**src/rtl/fetch_stage.sv**
```systemverilog
// Instruction fetch stage with IF/ID record: owns the PC and assembles one- and two-word
// instructions. Define FETCH_INT_EN to build interrupt handling (INT_WAIT state).
module fetch_stage #(
   parameter int unsigned     PC_W         = 32,
   parameter int unsigned     INSTR_W      = 16,
   parameter logic [PC_W-1:0] RESET_VECTOR = '0
) (
   input  logic               clk,
   input  logic               reset,
   output logic [PC_W-1:0]    imem_addr,
   input  logic [INSTR_W-1:0] imem_data,
   input  logic               stall,
   input  logic               flush,
   input  logic               pc_load,
   input  logic [PC_W-1:0]    pc_target,
   input  logic               int_req,
   output logic [INSTR_W-1:0] if_id_instr,
   output logic [INSTR_W-1:0] if_id_imm,
   output logic [PC_W-1:0]    if_id_pc,
   output logic               if_id_valid
);

`ifdef FETCH_INT_EN
   typedef enum logic [1:0] {StFetch, StImm, StIntWait} state_t;
   localparam logic [INSTR_W-1:0] INT_INSTR = INSTR_W'(16'hF000);
`else
   typedef enum logic [0:0] {StFetch, StImm} state_t;
`endif

   state_t               r_state, w_state_d;
   logic [PC_W-1:0]      r_pc, w_pc_d;
   logic [INSTR_W-1:0]   r_first, w_first_d;
   logic [INSTR_W-1:0]   r_instr, w_instr_d;
   logic [INSTR_W-1:0]   r_imm, w_imm_d;
   logic [PC_W-1:0]      r_rec_pc, w_rec_pc_d;
   logic                 r_valid, w_valid_d;
   logic                 w_bubble;
   logic                 w_in_wait;
   logic                 w_two_word;
   logic [4:0]           w_opcode;
   logic [PC_W-1:0]      w_pc_inc;

`ifdef FETCH_INT_EN
   logic                 r_int_pend, w_int_pend_d;
   assign w_in_wait = (r_state == StIntWait);
`else
   logic                 w_int_unused;
   assign w_int_unused = int_req;
   assign w_in_wait    = 1'b0;
`endif

   assign w_opcode   = imem_data[15:11];
   assign w_two_word = (w_opcode == 5'b1_0010) || (w_opcode == 5'b1_0011) ||
                       (w_opcode == 5'b1_0100);
   assign w_pc_inc   = r_pc + PC_W'(1);

   always_comb begin
      w_state_d  = r_state;
      w_pc_d     = r_pc;
      w_first_d  = r_first;
      w_instr_d  = r_instr;
      w_imm_d    = r_imm;
      w_rec_pc_d = r_rec_pc;
      w_valid_d  = r_valid;
      w_bubble   = 1'b0;
`ifdef FETCH_INT_EN
      w_int_pend_d = r_int_pend | int_req;
`endif
      if (pc_load) begin
         w_pc_d    = pc_target;
         w_state_d = StFetch;
         w_bubble  = 1'b1;
      end else if (flush) begin
         // A flushed first word is dropped, so the stage stays in (or returns to) FETCH.
         w_bubble = 1'b1;
         if (!w_in_wait) begin
            w_pc_d    = w_pc_inc;
            w_state_d = StFetch;
         end
      end else if (!stall) begin
         unique case (r_state)
            StFetch: begin
`ifdef FETCH_INT_EN
               if (r_int_pend) begin
                  w_instr_d    = INT_INSTR;
                  w_imm_d      = '0;
                  w_rec_pc_d   = r_pc;
                  w_valid_d    = 1'b1;
                  w_state_d    = StIntWait;
                  w_int_pend_d = int_req;
               end else
`endif
               if (w_two_word) begin
                  w_first_d = imem_data;
                  w_bubble  = 1'b1;
                  w_pc_d    = w_pc_inc;
                  w_state_d = StImm;
               end else begin
                  w_instr_d  = imem_data;
                  w_imm_d    = '0;
                  w_rec_pc_d = w_pc_inc;
                  w_valid_d  = 1'b1;
                  w_pc_d     = w_pc_inc;
               end
            end
            StImm: begin
               w_instr_d  = r_first;
               w_imm_d    = imem_data;
               w_rec_pc_d = w_pc_inc;
               w_valid_d  = 1'b1;
               w_pc_d     = w_pc_inc;
               w_state_d  = StFetch;
            end
`ifdef FETCH_INT_EN
            StIntWait: w_bubble = 1'b1;
`endif
            default: w_state_d = StFetch;
         endcase
      end
      if (w_bubble) begin
         w_instr_d  = '0;
         w_imm_d    = '0;
         w_rec_pc_d = '0;
         w_valid_d  = 1'b0;
      end
   end

   always_ff @(posedge clk or posedge reset) begin
      if (reset) begin
         r_state  <= StFetch;
         r_pc     <= RESET_VECTOR;
         r_first  <= '0;
         r_instr  <= '0;
         r_imm    <= '0;
         r_rec_pc <= '0;
         r_valid  <= 1'b0;
      end else begin
         r_state  <= w_state_d;
         r_pc     <= w_pc_d;
         r_first  <= w_first_d;
         r_instr  <= w_instr_d;
         r_imm    <= w_imm_d;
         r_rec_pc <= w_rec_pc_d;
         r_valid  <= w_valid_d;
      end
   end

`ifdef FETCH_INT_EN
   always_ff @(posedge clk or posedge reset) begin
      if (reset) begin
         r_int_pend <= 1'b0;
      end else begin
         r_int_pend <= w_int_pend_d;
      end
   end
`endif

   assign imem_addr   = r_pc;
   assign if_id_instr = r_instr;
   assign if_id_imm   = r_imm;
   assign if_id_pc    = r_rec_pc;
   assign if_id_valid = r_valid;

endmodule

```
**config.mk**
```make
export PLATFORM = sky130hd
export DESIGN_NAME = fetch_stage
export DESIGN_NICKNAME = d
export VERILOG_FILES = /design/src/rtl/fetch_stage.sv
export SDC_FILE = /design/constraint.sdc
export NUM_CORES = 1
export LEC_CHECK = 0
export ABC_AREA = 1
export BUFFER_PORTS_ARGS = -buffer_cell sky130_fd_sc_hd__buf_2
export CAP_MARGIN = 20
export CORE_AREA = 4 4 120 122
export CTS_CLUSTER_DIAMETER = 30
export DETAILED_ROUTE_END_ITERATION = 8
export DIE_AREA = 0 0 124 126
export GPL_ROUTABILITY_DRIVEN = 0
export GPL_TIMING_DRIVEN = 0
export PLACE_DENSITY_LB_ADDON = 0.1
export REMOVE_ABC_BUFFERS = 1
export SETUP_SLACK_MARGIN = 0.4
export SYNTH_ARGS = -nofsm -noshare
export SYNTH_HDL_FRONTEND = slang
export SYNTH_SLANG_ARGS = --single-unit
```
**constraint.sdc**
```tcl
create_clock -name clk -period 9 [get_ports clk]
set_input_delay 0.9 -clock clk [delete_from_list [all_inputs] [get_ports clk]]
set_output_delay 0.9 -clock clk [all_outputs]
set_load 0.005 [all_outputs]
```
==> flow_results.org <==
** Placed design
- The count of buffers added on input and output ports is 149.
- Timing analysis after detailed placement gives a worst setup slack of about 5.4 ns.
- Dpl hpwl :: 11.29 mm

** Detailed routing
- For this block, the initial DRC count from the detailed router was between 300 and 400.
- Before antenna repair, the detailed router went through 5 iterations.
- DR WL met2 :: ~7.9 mm
- Metal-1 WL :: 7.341 mm
- In this run the remaining antenna-violating nets after routing total 0.
- The final route contains between 5k and 6k vias.
- Vias per cell :: ~5.2
- Length of routed met3 wiring :: between 1 and 1.5 mm
- After detailed routing, no signal wire sits above met5.
- Wire length reported by the detailed router :: 16.55 mm
- Average wire per standard cell :: 15.54 um
- In the routed design, unresolved DRC markers number 0.

** Synthesis
- The most common cell in the synthesized netlist is nand2_1.
- By count the netlist is led by 227 x nand2_1, 114 x dfrtp_1, 92 x nand3_1.
- Counting flops with a built-in enable in the synthesized netlist gives 0.
- Yosys warning total :: 0
- Distinct cells, synth :: 37
- Synthesis inferred ~110 register bits.
- Counting flops with an async set or reset pin after synthesis yields a share of between 90% and 100%.
- After synthesis the cells add up to approximately 5900 um2.
- By area the synthesized netlist is led by dfrtp_1 48%, nand2_1 14%, nand3_1 7.8%.
- Number of cells produced by synthesis :: roughly 750
- Post-synth top flop :: dfrtp_1
- Most area-hungry cell type in the Yosys netlist :: dfrtp_1
- Sequential share of the synthesized area :: 48.07%
- After synthesis, the mean cell area works out to ~8.0 um2.
- Share of the synthesized area in the top cell type :: between 40 and 50%

** Setup path
- The critical path goes through inv_2 -> nand2_1 -> nor3_1 -> nand2_1 -> nand2_1 -> inv_1 -> nand3_1 -> nand2_1.
- On the worst path, the slowest cell contributes a delay of between 0.9 and 1 ns.
- Kind of end point of the critical path :: flop
- Critical path data required time :: between 9 and 10 ns
- The worst setup path is launched from a flop.
- For the worst setup path, the data arrival time is ~3.5 ns.
- In this run the worst setup path terminates at if_id_pc[22].
- Reg2reg start :: r_state
- The number of cells on the worst reg-to-reg path is 8.
- Launching element of the worst setup path :: r_state
- Count of buffer and inverter cells on the critical path :: 2
- Along the worst path, the maximum fanout reaches 30.
- The worst setup path is of the reg2reg kind.
- Crit path depth :: 8
- CP dominant cell by count :: nand2_1
- Flop2flop setup slack :: between 5 and 6 ns
- Broken down by cell family, the worst path's largest delay share belongs to buffers and inverters.
- Worst R2R End :: if_id_pc[22]
- Cell with the biggest individual delay on the critical path :: dfrtp_1

** Worst hold path
- Kind of path behind the tightest hold check :: reg2reg
- In this run the most critical hold path is launched from r_first[14].

** Layout
- Of the cells placed in the final design, the portion with a size suffix greater than 1 is about a quarter.
- The repair_antennas step left the layout with diodes totalling 0.
- Compared with the post-synthesis result, the final layout area differs by 24.23%.
- The net count of the finished layout is 932.
- Filler Cells Inserted :: ~1.3k

** CTS
- Gates resized during post-CTS repair numbered 0.
- The clock passes through at most 2 buffers.
- CTS tree :: built
- After clock tree synthesis, the clock-pin slew on the worst setup and hold paths is 0.05 ns.
- Number of buffers inserted for hold repair after clock tree synthesis :: 0
- Clk sink count :: between 100 and 150
- Source-to-sink clock delay at the later pin of the worst-skew pair :: ~0.4 ns
- H-tree depth :: 4
- Number of buffers inserted to repair setup after CTS :: 0
- The tree is rooted in a clkbuf_16.
- In this run, CTS created clock tree buffers numbering 17.

** Global route
- The first global-routing pass estimated 27.62 mm of wire.
- Total grt overflow :: 0
- The initial antenna violation count came to 1.
- Global router's overall resource usage :: roughly 22%
- Largest net degree at the start of global routing :: between 80 and 90
- Via count of the first global-routing pass :: ~5.6k

** Timing
- Setup slack on the critical path of the routed design comes to 5.870 ns.
- Clock skew on the completed layout was measured at approximately 0.0074 ns.
- In the finished design, the share of the clock period the worst path needs comes to a little over a third.
- Final hold violations :: 0
- Setup repair after global routing left no endpoint under its margin.
- Setup tns final :: 0 ns
- Slew headroom :: between 30 and 40%
- Setup violations remaining at the end of the flow were counted as 0.
- Final Slew Violations :: 0
- Maximum frequency from static timing analysis :: ~320 MHz
- The worst path needs approximately 3.1 ns of the cycle, external delays included.
- At the pin with the least slew margin, the transition time is 0.9592 ns.

** Die
- The total area inside the core boundary comes to 13190 um2.
- Horizontal extent of the die :: between 100 and 150 um
- Row count :: 42
- For this configuration, the core starts out at a cell density of between 40 and 50%.
- Top-level port count :: ~150
- Die Area :: between 15000 and 20000 um2
- Die Y-Extent :: 126 um

** Power and ir drop
- Leakage power figure :: 3.881 nW
- In this run the power density over the cells is approximately 200 nW/um2.
- Across the VDD grid, the largest voltage drop is approximately 0.00011 V.

** Run status
- Run status :: finished clean

** Job
- Max-cap violations in this run came to 0.
tightest hold or removal path, delay by kind of cell, from the launching register on:
kind | cells | cell delay [ns]
DFF | 1 | 0.34
and+or+nand+nor | 1 | 0.06
buffers and inverters | 1 | 0.04
report_power, final:
| part | internal (mW) | switching, mW | total (mW) |
|---|---|---|---|
| clock network | 0.412 | 0.225 | 0.637 |
| registers | 0.558 | 0.0422 | 0.600 |
| logic | 0.0776 | 0.123 | 0.200 |
| total | 1.05 | 0.389 | 1.44 |
routing by layer:
layer | global-route usage (%) | vias to the layer above
li1 | - | 2716
met1 | 28.73 | 2640
met2 | 35.63 | 159
met3 | 5.964 | 26
met4 | 7.345 | 2
met5 | 0 | -
state kept, by name, indices dropped and copies added, names as in the netlist:
register,flops
r_state,1
imem_addr,32
if_id_instr,16
if_id_imm,16
r_first,16
if_id_valid,1
if_id_pc,32
logic make-up (layout without fill, tap and decap cells):
group | after synthesis | after routing | synth area share (%)
AO/OA/AOI/OAI | 116 | 116 | 12.54
buffers and inverters | 94 | 237 | 6.599
XOR/XNOR | 11 | 11 | 1.750
flip-flops | 114 | 114 | 48.07
AND/OR/NAND/NOR | 409 | 409 | 30.66
multiplexers | 1 | 1 | 0.1687
adder cells (fa/ha/maj) | 1 | 1 | 0.2108
through the flow:
stage	power (mW)	cell area, um2	util, %	std cells	hold WS, ns
after floorplan	0.7144	5742	-	705	0.4359
after global placement	0.7984	6708	50.85	1030	0.4521
after detailed placement	0.8100	6813	51.65	1034	0.4603
after CTS	1.450	7372	55.89	1065	0.4719
after global routing	1.511	7372	55.89	1065	0.5170
final	1.437	7372	55.89	1065	0.4693
cell type report:
class / instances / area (um2) / area share (%)
clock buffer: 26 / 509.2 / 6.908
clock inverter: 5 / 50.05 / 0.6789
inverter: 53 / 203.9 / 2.766
multi-input combinational: 538 / 2693 / 36.52
sequential: 114 / 2853 / 38.70
tap: 176 / 220.2 / 2.987
timing repair buffer: 153 / 843.3 / 11.44
cell usage in the layout, fill, tap and decap left out, types with 2 or more instances in the layout:
cell type,n
inv_2,4
buf_16,2
clkinv_2,4
o21a_1,9
nand3b_1,4
buf_2,148
nor2_4,9
or2_2,3
xor2_1,2
o21bai_1,2
a22oi_1,11
clkbuf_1,4
a21oi_2,4
a31oi_1,7
clkbuf_16,17
buf_12,2
nand3_1,92
dfrtp_1,114
a32o_1,16
nor2_8,2
inv_1,48
nand2_4,2
a21oi_1,10
clkbuf_8,5
nand2_1,226
xnor2_1,8
o21ai_1,2
nand2_2,6
nor2_1,60
o211ai_1,2
o21ai_0,53
worst min-delay path by stage:
stage,to,slack (ns),cells after the start
after floorplan,r_first[14],0.44,2
after detailed placement,r_first[14],0.46,2
after CTS,r_first[14],0.47,2
final,r_first[14],0.47,2
after global placement,r_first[15],0.45,1
after global routing,if_id_pc[3],0.52,2
Power figures use the tool's default switching activity.
